`config.mk`:
```
export PLATFORM = sky130hd
export DESIGN_NAME = sseg_scan_driver_flat
export DESIGN_NICKNAME = d
export VERILOG_FILES = /design/src/rtl/sseg_scan_driver_if.sv /design/src/rtl/sseg_scan_driver.sv /design/src/flat_wrapper.sv
export SDC_FILE = /design/constraint.sdc
export NUM_CORES = 1
export LEC_CHECK = 0
export ABC_AREA = 1
export CAP_MARGIN = 10
export CORE_ASPECT_RATIO = 2
export CORE_MARGIN = 4
export CORE_UTILIZATION = 54
export CTS_CLUSTER_DIAMETER = 150
export CTS_CLUSTER_SIZE = 8
export DETAILED_ROUTE_END_ITERATION = 16
export GPL_ROUTABILITY_DRIVEN = 1
export PLACE_DENSITY = 0.81
export SLEW_MARGIN = 20
export SYNTH_ARGS = -nofsm -noshare
export SYNTH_HDL_FRONTEND = slang
export SYNTH_SLANG_ARGS = --single-unit
```
`constraint.sdc`:
```
create_clock -name clk -period 1.8 [get_ports clk]
set_input_delay 0.54 -clock clk [delete_from_list [all_inputs] [get_ports clk]]
set_output_delay 0.54 -clock clk [all_outputs]
set_load 0.01 [all_outputs]
```
`src/rtl/sseg_scan_driver_if.sv`:
```
// +----------------------------------------------------------------------------+
// | sseg_scan_driver_if: value/control inputs and display outputs of the       |
// | seven-segment scan driver.                                                 |
// | Revision: 1.0                                                              |
// +----------------------------------------------------------------------------+
`default_nettype none

interface sseg_scan_driver_if #(
  parameter int DIGITS = 4
);
  logic [4*DIGITS-1:0] value;
  logic [DIGITS-1:0]   dp;
  logic                blank_lz;
  logic                en;
  logic [DIGITS-1:0]   an;
  logic [6:0]          sseg;
  logic                dp_n;
  logic                scan_tick;

  modport master (
    output value, dp, blank_lz, en,
    input  an, sseg, dp_n, scan_tick
  );

  modport slave (
    input  value, dp, blank_lz, en,
    output an, sseg, dp_n, scan_tick
  );
endinterface

`default_nettype wire

```
`src/rtl/sseg_scan_driver.sv`:
```
// +----------------------------------------------------------------------------+
// | sseg_scan_driver: time-multiplexed common-anode hex display driver with    |
// | frame-aligned snapshot, leading-zero blanking and global enable.           |
// | Revision: 1.0                                                              |
// +----------------------------------------------------------------------------+
`default_nettype none

module sseg_scan_driver #(
  parameter int DIGITS = 4,
  parameter int DIV    = 100000
) (
  input  logic                clk,
  input  logic                reset_n,
  sseg_scan_driver_if.slave   bus
);

  localparam int               CNT_W    = (DIV > 1) ? $clog2(DIV) : 1;
  localparam int               IDX_W    = (DIGITS > 1) ? $clog2(DIGITS) : 1;
  localparam logic [CNT_W-1:0] CNT_LAST = CNT_W'(DIV - 1);
  localparam logic [IDX_W-1:0] IDX_LAST = IDX_W'(DIGITS - 1);
  localparam logic [6:0]       SEG_OFF  = 7'h7F;

  logic [CNT_W-1:0]    cnt_q, cnt_d;
  logic [IDX_W-1:0]    idx_q, idx_d;
  logic [4*DIGITS-1:0] snap_q, snap_d;
  logic [DIGITS-1:0]   an_q, an_d;
  logic [6:0]          sseg_q, sseg_d;
  logic                dpn_q, dpn_d;
  logic                tick_q;

  logic                w_tick;
  logic                w_blank;
  logic [3:0]          w_nib;
  logic [DIGITS-1:0]   w_upper_zero;

  function automatic logic [6:0] hex_seg(input logic [3:0] nib);
    case (nib)
      4'h0:    hex_seg = 7'h40;
      4'h1:    hex_seg = 7'h79;
      4'h2:    hex_seg = 7'h24;
      4'h3:    hex_seg = 7'h30;
      4'h4:    hex_seg = 7'h19;
      4'h5:    hex_seg = 7'h12;
      4'h6:    hex_seg = 7'h02;
      4'h7:    hex_seg = 7'h78;
      4'h8:    hex_seg = 7'h00;
      4'h9:    hex_seg = 7'h10;
      4'hA:    hex_seg = 7'h08;
      4'hB:    hex_seg = 7'h03;
      4'hC:    hex_seg = 7'h46;
      4'hD:    hex_seg = 7'h21;
      4'hE:    hex_seg = 7'h06;
      default: hex_seg = 7'h0E;
    endcase
  endfunction

  // w_upper_zero[i]: nibbles i..DIGITS-1 of the snapshot are all zero
  for (genvar i = 0; i < DIGITS; i++) begin : g_lz
    assign w_upper_zero[i] = ~|snap_q[4*DIGITS-1:4*i];
  end

  assign w_tick = (cnt_q == CNT_LAST);

  always_comb begin
    cnt_d  = w_tick ? '0 : cnt_q + 1'b1;
    idx_d  = idx_q;
    snap_d = snap_q;
    if (w_tick) begin
      idx_d = (idx_q == IDX_LAST) ? '0 : idx_q + 1'b1;
      // Latch a new value only at the frame wrap so a frame never tears
      if (idx_q == IDX_LAST) begin
        snap_d = bus.value;
      end
    end
  end

  always_comb begin
    w_nib   = snap_q[{idx_q, 2'b00} +: 4];
    w_blank = ~bus.en | (bus.blank_lz & (idx_q != '0) & w_upper_zero[idx_q]);
    an_d    = w_blank ? '1      : ~(DIGITS'(1) << idx_q);
    sseg_d  = w_blank ? SEG_OFF : hex_seg(w_nib);
    dpn_d   = w_blank ? 1'b1    : ~bus.dp[idx_q];
  end

  always_ff @(posedge clk or negedge reset_n) begin
    if (!reset_n) begin
      cnt_q  <= '0;
      idx_q  <= '0;
      snap_q <= '0;
      an_q   <= '1;
      sseg_q <= SEG_OFF;
      dpn_q  <= 1'b1;
      tick_q <= 1'b0;
    end else begin
      cnt_q  <= cnt_d;
      idx_q  <= idx_d;
      snap_q <= snap_d;
      an_q   <= an_d;
      sseg_q <= sseg_d;
      dpn_q  <= dpn_d;
      tick_q <= w_tick;
    end
  end

  assign bus.an        = an_q;
  assign bus.sseg      = sseg_q;
  assign bus.dp_n      = dpn_q;
  assign bus.scan_tick = tick_q;

endmodule

`default_nettype wire

```
`src/flat_wrapper.sv`:
```
// flat-port wrapper written by rule: the top's interface ports become plain ports
module sseg_scan_driver_flat 
#(
  parameter int DIGITS = 4,
  parameter int DIV    = 100000
)
  (clk, reset_n, bus_value, bus_dp, bus_blank_lz, bus_en, bus_an, bus_sseg, bus_dp_n, bus_scan_tick);
  sseg_scan_driver_if #(.DIGITS(DIGITS)) bus_i ();
  input  logic clk;
  input  logic reset_n;
  input wire logic [$bits(bus_i.value)-1:0] bus_value;
  input wire logic [$bits(bus_i.dp)-1:0] bus_dp;
  input wire logic [$bits(bus_i.blank_lz)-1:0] bus_blank_lz;
  input wire logic [$bits(bus_i.en)-1:0] bus_en;
  output wire logic [$bits(bus_i.an)-1:0] bus_an;
  output wire logic [$bits(bus_i.sseg)-1:0] bus_sseg;
  output wire logic [$bits(bus_i.dp_n)-1:0] bus_dp_n;
  output wire logic [$bits(bus_i.scan_tick)-1:0] bus_scan_tick;
  assign bus_i.value = bus_value;
  assign bus_i.dp = bus_dp;
  assign bus_i.blank_lz = bus_blank_lz;
  assign bus_i.en = bus_en;
  assign bus_an = bus_i.an;
  assign bus_sseg = bus_i.sseg;
  assign bus_dp_n = bus_i.dp_n;
  assign bus_scan_tick = bus_i.scan_tick;
  sseg_scan_driver #(.DIGITS(DIGITS), .DIV(DIV)) u_core (.clk(clk), .reset_n(reset_n), .bus(bus_i));
endmodule
```
Word level (Yosys, flattened, before mapping)
Memory sizes are Yosys's and may differ from the RTL's.
Cells that the tools add are included.
{"block": "word_totals", "mem_bits_ro": 112, "mem_count": 1, "inputBits": 24, "out_inout_bits": 13, "ff_bits": 48, "word_cells": 40}
{"block": "classes", "n_addsub": 2, "muxes": 9, "shifts": 2, "bitwise_logic": 6, "magnitude_cmp": 1, "eq_ne": 2, "n_reduce_logical": 10}
{"memory": "(no name shown)", "depth": 16, "width": 7, "rd": 1, "rd_clocked_by_memory_dff": 0, "write_ports": 0, "line": "sseg_scan_driver.sv:37", "source": "case (nib)"}
{"cell": "$add 17x1->17 const B", "count": 1}
{"cell": "$eq 17x17->1 const B", "count": 1}
{"cell": "$mux 17", "count": 1}
{"cell": "$reduce_or 16->1", "count": 1}
{"cell": "$shiftx 16x5->4", "count": 1}
{"cell": "$reduce_or 12->1", "count": 1}
{"cell": "$reduce_or 8->1", "count": 1}
{"cell": "$mux 7", "count": 1}
{"cell": "$bmux 1 s2", "count": 2}
{"cell": "$logic_not 1->1", "count": 4}
{"cell": "$mux 4", "count": 1}
{"cell": "$not 4->4", "count": 1}
{"cell": "$reduce_or 4->1", "count": 1}
{"cell": "$shl 1x2->4 const A", "count": 1}
{"cell": "$lt 2x3->1 const B", "count": 1}
{"cell": "$mux 1", "count": 3}
{"cell": "$add 2x1->2 const B", "count": 1}
{"cell": "$and 1x1->1", "count": 2}
{"cell": "$eq 2x2->1 const B", "count": 1}
{"cell": "$mux 2", "count": 1}
{"cell": "$not 1->1", "count": 2}
{"cell": "$reduce_and 2->1", "count": 1}
{"cell": "$reduce_bool 2->1", "count": 1}
{"cell": "$or 1x1->1", "count": 1}

Longest topological paths before layout
Gate-level depths: netlist of the first run.
{"block": "depth", "depth_word": 7, "ltp_mapped": 12, "ltp_nobuf": 11}

Worst setup path after synthesis of the first run
Ideal clock, no wire load.
{"block": "synth_timing", "path_type": "flip-flop to flip-flop", "start": "register u_core.idx_q[0]", "end": "register u_core.sseg_q[5] (netlist: u_core.bus.sseg[5])", "required_ps": 1721, "synth_period_minus_slack_ps": 1582, "stages_incl_launch_ff": 12, "t_arrival_ps": 1503, "path_slack_ps": 218, "setup_time_ps": 79, "path_buffers": 1, "cell_sequence": "dfrtp_1 -> inv_2 -> buf_2 -> nand2_1 -> nand3_1 -> nand2_1 -> inv_1 -> ha_1 -> nand3_1 -> nand2_1 -> a21oi_1 -> nand2_1"}
{"block": "synth_between", "elab_chain_len": 5, "word_cells_on_any_way": 9, "classes_between": "shift: 1; mux: 3; bitwise: 3; reduce/logical: 1; memory: 1"}
{"item": "start, declared", "line": "sseg_scan_driver.sv:24", "source": "logic [IDX_W-1:0] idx_q, idx_d;"}
{"item": "start signal, assigned", "line": "sseg_scan_driver.sv:96", "source": "idx_q <= idx_d;"}
{"item": "parallel branches: the longest is 4 deep, another holds $mem_v2 16x7"}
{"item": "$mux 7 (*)", "line": "sseg_scan_driver.sv:81", "source": "sseg_d = w_blank ? SEG_OFF : hex_seg(w_nib);"}
{"item": "via u_core.sseg_d[5]", "line": "sseg_scan_driver.sv:27", "source": "logic [6:0] sseg_q, sseg_d;"}
{"item": "end signal, assigned", "line": "sseg_scan_driver.sv:99", "source": "sseg_q <= sseg_d;"}
{"item": "end, declared", "line": "sseg_scan_driver.sv:27"}
Mark *: on every way through the listed nets, which the timed path passes. The select of a mux whose other input is x is not followed.
A chain may end at the register's enable or synchronous reset.

Worst setup path after layout of the first run
{"block": "layout_timing", "start": "register u_core.tick_q (netlist: u_core.bus.scan_tick)", "end": "output port bus_scan_tick"}
{"item": "start, declared", "line": "sseg_scan_driver.sv:29", "source": "logic tick_q;"}
{"item": "start signal, assigned", "line": "sseg_scan_driver.sv:101", "source": "tick_q <= w_tick;"}
{"item": "end, declared", "line": "flat_wrapper.sv:18", "source": "output wire logic [$bits(bus_i.scan_tick)-1:0] bus_scan_tick;"}
No word-level cell between the ends.

==> results_dict.tcl, run 1 <==
set metrics [dict create \
    fin_nets 409 \
    final_common_cell "nand2_1" \
    grt_max_degree 49 \
    start_util 0.564 \
    vias 2212 \
    cp_top_family "buffers and inverters" \
    rsz0062_at_grt "no" \
    crit_buf_inv 1 \
    p_clk_frac 0.342 \
    vias_per_cell 5.14 \
    worstMarginPinSlew_ns 0.498 \
    nFillCells 411 \
    die_area_mm2 0.00609 \
    fmax_mhz 588 \
    cp_cell_sequence "clkdlybuf4s50_1" \
    avgSynthCellArea_um2 8.13 \
    async_flop_share 1.00 \
    p_total_uw 1810 \
    numPortBuffers 36 \
    finalHoldViolCount 0 \
    clkTransAtPathRegs_ns 0.09 \
    postLayoutCoreUtil 0.692 \
    gp_congestion 0.902 \
    layout_common_cells "106 x nand2_1, 36 x dfrtp_1, 28 x nor2_1, 27 x nand3_1" \
    antenna_found_initial 0 \
    power.density_mw_per_mm2 563 \
    drtIter0Drc 45 \
    multi_input_area_mm2 0.00126 \
    seq_power_share 0.604 \
    core_area_mm2 0.00464 \
    reg2reg_depth 10 \
    ys_ff_latch 48 \
    status "finished clean" \
    area_growth_pct 22.7 \
    endpoint "bus_scan_tick" \
    post-route-min-period_ns 1.70 \
    max_stage_delay_ns 0.53 \
    slew_headroom 0.668 \
    clk_latency_ns 0.30 \
    yosysSeqAreaShare 0.465 \
    yosysWarnings 0 \
    fin_crit_sh 0.945 \
    worstHoldPathType "in2async" \
    synth.cell_area_mm2 0.00262 \
    cts_max_path_buffers 2 \
    drive_above_1_share 0.197 \
    setup_viol 0 \
    grt_overflow 0 \
    cap_violations 0 \
    htree_num_levels 2 \
    cpMaxStageDelayCell "clkdlybuf4s50_1" \
    slew_violations 0 \
    drtPass1Iterations 4 \
    arrival_ns 1.16 \
    cp.depth 1 \
    crit_path_end_kind "output pin" \
    diodes 0 \
    fp.dieW_um 57.2 \
    cp.required_ns 1.26 \
    seqCellArea_mm2 0.00122 \
    netlist_instances 322 \
    grtUsageTotal 0.193 \
    crit_fanout 1 \
    routed_wl_mm 5.48 \
    grt_pass1_wl_mm 9.25 \
    cts_buffers 5 \
    pin_count 37 \
    start_kind "register" \
    r2r-start "u_core.cnt_q[0]" \
    final.setup_skew_ns 0.0141 \
    p_leak_uw 0.00154 \
    clock-sinks 48 \
    syn_nets 357 \
    cts_tree "done" \
    crit_type "reg2out" \
    grt_pass1_vias 2243 \
    dpl.cell_count 418 \
    p_sw_frac 0.216 \
    finalWorstSetupSlack_ns 0.0982 \
    synthFlopType "dfrtp_1" \
    ant_nets 0 \
    power.switching_uw 391 \
    rr_endpoint "u_core.snap_q[1]" \
    peakVddDrop_mv 0.510 \
    cts_root_buffer "clkbuf_8" \
    chipHeight_um 106 \
    dpl_worst_slack_ns -0.283 \
    wire_per_inst_um 12.7 \
    internal_power_uw 1420 \
    synth-edff-count 0 \
    drc 0 \
    final_cells 430 \
    critPathLaunch "u_core.bus.scan_tick" \
    hpwl_mm 4.24 \
    synth_cell_types 26 \
    rows 35 \
    pwr-share-comb 0.054 \
    r2r_slack_ns 0.13 \
]
==> cell usage after synthesis, types with 2 or more instances <==
master	count	share of area
xor2_1	10	0.033
buf_6	2	0.0086
ha_1	11	0.053
nor3_1	6	0.011
nand4_1	7	0.017
dfstp_2	12	0.12
o21ai_0	4	0.0076
inv_2	8	0.011
dfrtp_1	36	0.34
inv_1	18	0.026
a21oi_1	6	0.011
nand2_1	107	0.15
nand2_4	2	0.0086
nand3_1	28	0.054
nor2_4	3	0.013
nand2_2	22	0.053
nor2_1	28	0.040
buf_2	4	0.0076
==> what timing repair did <==
item,CTS,global route
setup buffers,0,4
resized for setup,13,4
hold buffers,0,0
pin swaps,0,0
gates cloned,0,0
endpoints found under the setup margin,24,3
==> metrics by stage <==
step                area (µm²)  TNS, ns  hold slack (ns)
global route              3210        0            0.212
floorplan                 2620        0            0.244
finish                    3210        0            0.195
detailed placement        3090    -2.95            0.472
CTS                       3170        0            0.207
global placement          3090    -2.62            0.451
==> cell type report <==
type | count | share of cell area
Clock inverter | 2 | 0.00351
Tap cell | 55 | 0.0214
Multi-Input combinational cell | 241 | 0.394
Clock buffer | 6 | 0.0226
Inverter | 27 | 0.0339
Sequential cell | 48 | 0.379
Timing Repair Buffer | 51 | 0.146
==> flip-flops by register name, summed over array words and instances (netlist names) <==
register / cells
u_core.bus.an: 4
u_core.bus.scan_tick: 1
u_core.snap_q: 16
u_core.bus.dp_n: 1
u_core.cnt_q: 17
u_core.idx_q: 2
u_core.bus.sseg: 7
==> worst min-delay path by stage <==
stage	from	to	slack (ns)	depth (start not counted)
global route	reset_n	u_core.cnt_q[7]	0.21	2
floorplan	reset_n	u_core.bus.scan_tick	0.24	0
CTS	reset_n	u_core.cnt_q[15]	0.21	2
finish	reset_n	u_core.cnt_q[15]	0.19	2
detailed placement	u_core.cnt_q[0]	u_core.cnt_q[0]	0.47	1
global placement	u_core.cnt_q[0]	u_core.cnt_q[0]	0.45	1
==> cell families after synthesis <==
family	share of synthesized area
xor gates and xnor gates	0.0368
buffers and inverters	0.0569
adders and majority gates	0.0526
DFF	0.465
AOI/OAI and AO/OA	0.0272
and+or+nand+nor	0.362
==> power by group through the flow <==
stage	clock [µW]	combinational [µW]	sequential, µW
finish	617	97.6	1090
global placement	0	103	1110
global route	678	108	1090
floorplan	0	8.50	1120
CTS	632	99.9	1090
detailed placement	0	104	1110
==> metal layers <==
layer,vias to the layer above,GRT usage,share of wire
li1,1111,-,-
met1,1020,0.182,0.36
met2,59,0.362,0.56
met3,22,0.0304,0.037
met4,0,0.129,0.047
met5,-,0,0
No activity file was read; power rests on OpenSTA's default activity.
==> inputs of run 2 (changes only) <==
--- a/config.mk
+++ b/config.mk
@@ -13,7 +13,7 @@
 export CTS_CLUSTER_DIAMETER = 150
 export CTS_CLUSTER_SIZE = 8
 export DETAILED_ROUTE_END_ITERATION = 16
-export GPL_ROUTABILITY_DRIVEN = 1
+export GPL_ROUTABILITY_DRIVEN = 0
 export PLACE_DENSITY = 0.81
 export SLEW_MARGIN = 20
 export SYNTH_ARGS = -nofsm -noshare
==> run 2 against run 1 <==
- global-route usage about the same
- maximum frequency increased by 0.38%
- cell count fell by 0.70%
- cell area decreased by 0.23%
- critical path depth rose by 9
- combinational power barely moved
==> results_dict.tcl, run 2 (same netlist as run 1, synthesis figures left out) <==
set metrics [dict create \
    status "finished clean" \
    rows 35 \
    max_stage_delay_ns 0.41 \
    start_kind "register" \
    grt_max_degree 49 \
    clock-sinks 48 \
    clk_latency_ns 0.30 \
    peakVddDrop_mv 0.600 \
    cts_buffers 5 \
    antenna_found_initial 0 \
    r2r-start "u_core.idx_q[0]" \
    top_register "u_core.cnt_q" \
    fin_nets 406 \
    diodes 0 \
    numPortBuffers 36 \
    crit_top_cell "nand2_1" \
    fmax_mhz 590 \
    ant_nets 0 \
    cp.required_ns 2.02 \
    seq_power_share 0.587 \
    fp.dieW_um 57.2 \
    final.setup_skew_ns 0.00429 \
    grt_overflow 0 \
    setup_viol 0 \
    grt_pass1_wl_mm 9.38 \
    clkTransAtPathRegs_ns 0.08 \
    internal_power_uw 1460 \
    post-route-min-period_ns 1.70 \
    cap_violations 0 \
    grt_pass1_vias 2204 \
    power.density_mw_per_mm2 580 \
    rr_endpoint "u_core.bus.sseg[5]" \
    routed_wl_mm 5.39 \
    drive_above_1_share 0.194 \
    crit_fanout 14 \
    crit_type "reg2reg" \
    power.switching_uw 400 \
    vias_per_cell 5.22 \
    slew_headroom 0.669 \
    cpMaxStageDelayCell "dfrtp_1" \
    reg2reg_depth 10 \
    worstMarginPinSlew_ns 0.497 \
    fin_crit_sh 0.942 \
    r2r_slack_ns 0.10 \
    vias 2230 \
    wire_per_inst_um 12.6 \
    grtUsageTotal 0.193 \
    critPathLaunch "u_core.idx_q[0]" \
    drtPass1Iterations 5 \
    start_util 0.564 \
    p_leak_uw 0.00151 \
    crit_path_end_kind "register" \
    cts_tree "done" \
    largest_reg_flops 17 \
    drtIter0Drc 51 \
    p_sw_frac 0.215 \
    cts_root_buffer "clkbuf_8" \
    slew_violations 0 \
    layout_common_cells "106 x nand2_1, 36 x dfrtp_1, 28 x nor2_1, 27 x nand3_1" \
    htree_num_levels 2 \
    pin_count 37 \
    endpoint "u_core.bus.sseg[5]" \
    final_common_cell "nand2_1" \
    p_total_uw 1860 \
    chipHeight_um 106 \
    drc 0 \
    fin_hold_ws_ns 0.196 \
    arrival_ns 1.92 \
    hpwl_mm 4.15 \
    die_area_mm2 0.00609 \
    cp_cell_sequence "buf_4, nand2_1, nand3_1, nand2_2, inv_1, ha_1, nand3_2, nand2_1, a21oi_1, nand2_1" \
    postCtsSetupBuffers 0 \
    core_area_mm2 0.00464 \
    finalHoldViolCount 0 \
    pwr-share-comb 0.053 \
    cts_max_path_buffers 2 \
    area_growth_pct 22.4 \
    p_clk_frac 0.360 \
    worstHoldPathType "in2async" \
]
==> run 2: cell types whose count changed in the layout (fill, tap and decap cells not counted) <==
| cell | change |
|---|---|
| nand2_8 | +1 |
| clkinv_1 | -1 |
| buf_6 | -1 |
| clkbuf_8 | +1 |
| buf_4 | -2 |
| nand2_4 | -1 |
==> run 2: power by group through the flow <==
stage,Combinational (µW),Clock (µW),Sequential [µW]
global placement,103,0,1110
CTS,100,674,1090
finish,97.6,669,1090
detailed placement,105,0,1110
global route,109,716,1090
floorplan,8.50,0,1120
==> run 2: final cells by class <==
type	instances	area [µm²]
fill	399	1440
multi-input combinational	241	1270
sequential	48	1220
timing repair buffer	48	443
inverter	27	109
clock buffer	7	86.3
tap	55	68.8
clock inverter	1	7.51
==> run 2: worst max-delay path, delay by kind of cell (launching register included) <==
family / cells / cell delay, ns
AND/OR/NAND/NOR: 6 / 0.54
flip-flops: 1 / 0.41
buffers and inverters: 2 / 0.28
adder cells (fa/ha/maj): 1 / 0.24
AO/OA/AOI/OAI: 1 / 0.14
==> run 2: worst min path at each step <==
stage	endpoint	slack, ns	cells after the start
floorplan	u_core.bus.scan_tick	0.24	0
finish	u_core.cnt_q[7]	0.20	2
global placement	u_core.cnt_q[0]	0.45	1
CTS	u_core.cnt_q[16]	0.22	2
detailed placement	u_core.cnt_q[0]	0.46	1
global route	u_core.cnt_q[7]	0.22	2
==> run 2: timing repair <==
item,CTS,global route
gates cloned,0,0
resized for setup,13,4
endpoints found under the setup margin,16,9
hold buffers,0,0
==> run 2: metal layers <==
layer | global-route usage | vias to the layer above | wire length [µm]
li1 | - | 1105 | -
met1 | 0.194 | 1039 | 1900
met2 | 0.367 | 69 | 3110
met3 | 0.0304 | 17 | 224
met4 | 0.0945 | 0 | 153
met5 | 0 | - | 0
==> run 2: through the flow <==
step | cell area [µm²] | setup slack [ns] | instances | setup TNS, ns | utilization
2_1_floorplan | 2620 | 0.218 | 322 | 0 | -
3_3_place_gp | 3100 | -0.231 | 419 | -2.34 | 0.668
3_5_place_dp | 3100 | -0.284 | 419 | -2.92 | 0.668
4_1_cts | 3180 | 0.0690 | 427 | 0 | 0.686
5_1_grt | 3200 | -0.0206 | 427 | -0.0206 | 0.690
6_report | 3200 | 0.105 | 427 | 0 | 0.690
==> inputs of run 3 (changes only) <==
--- a/config.mk
+++ b/config.mk
@@ -11,7 +11,6 @@
 export CORE_MARGIN = 4
 export CORE_UTILIZATION = 54
 export CTS_CLUSTER_DIAMETER = 150
-export CTS_CLUSTER_SIZE = 8
 export DETAILED_ROUTE_END_ITERATION = 16
 export GPL_ROUTABILITY_DRIVEN = 0
 export PLACE_DENSITY = 0.81
==> results of run 3 <==
Final layout, timing and power as in run 2 (identical DEF).
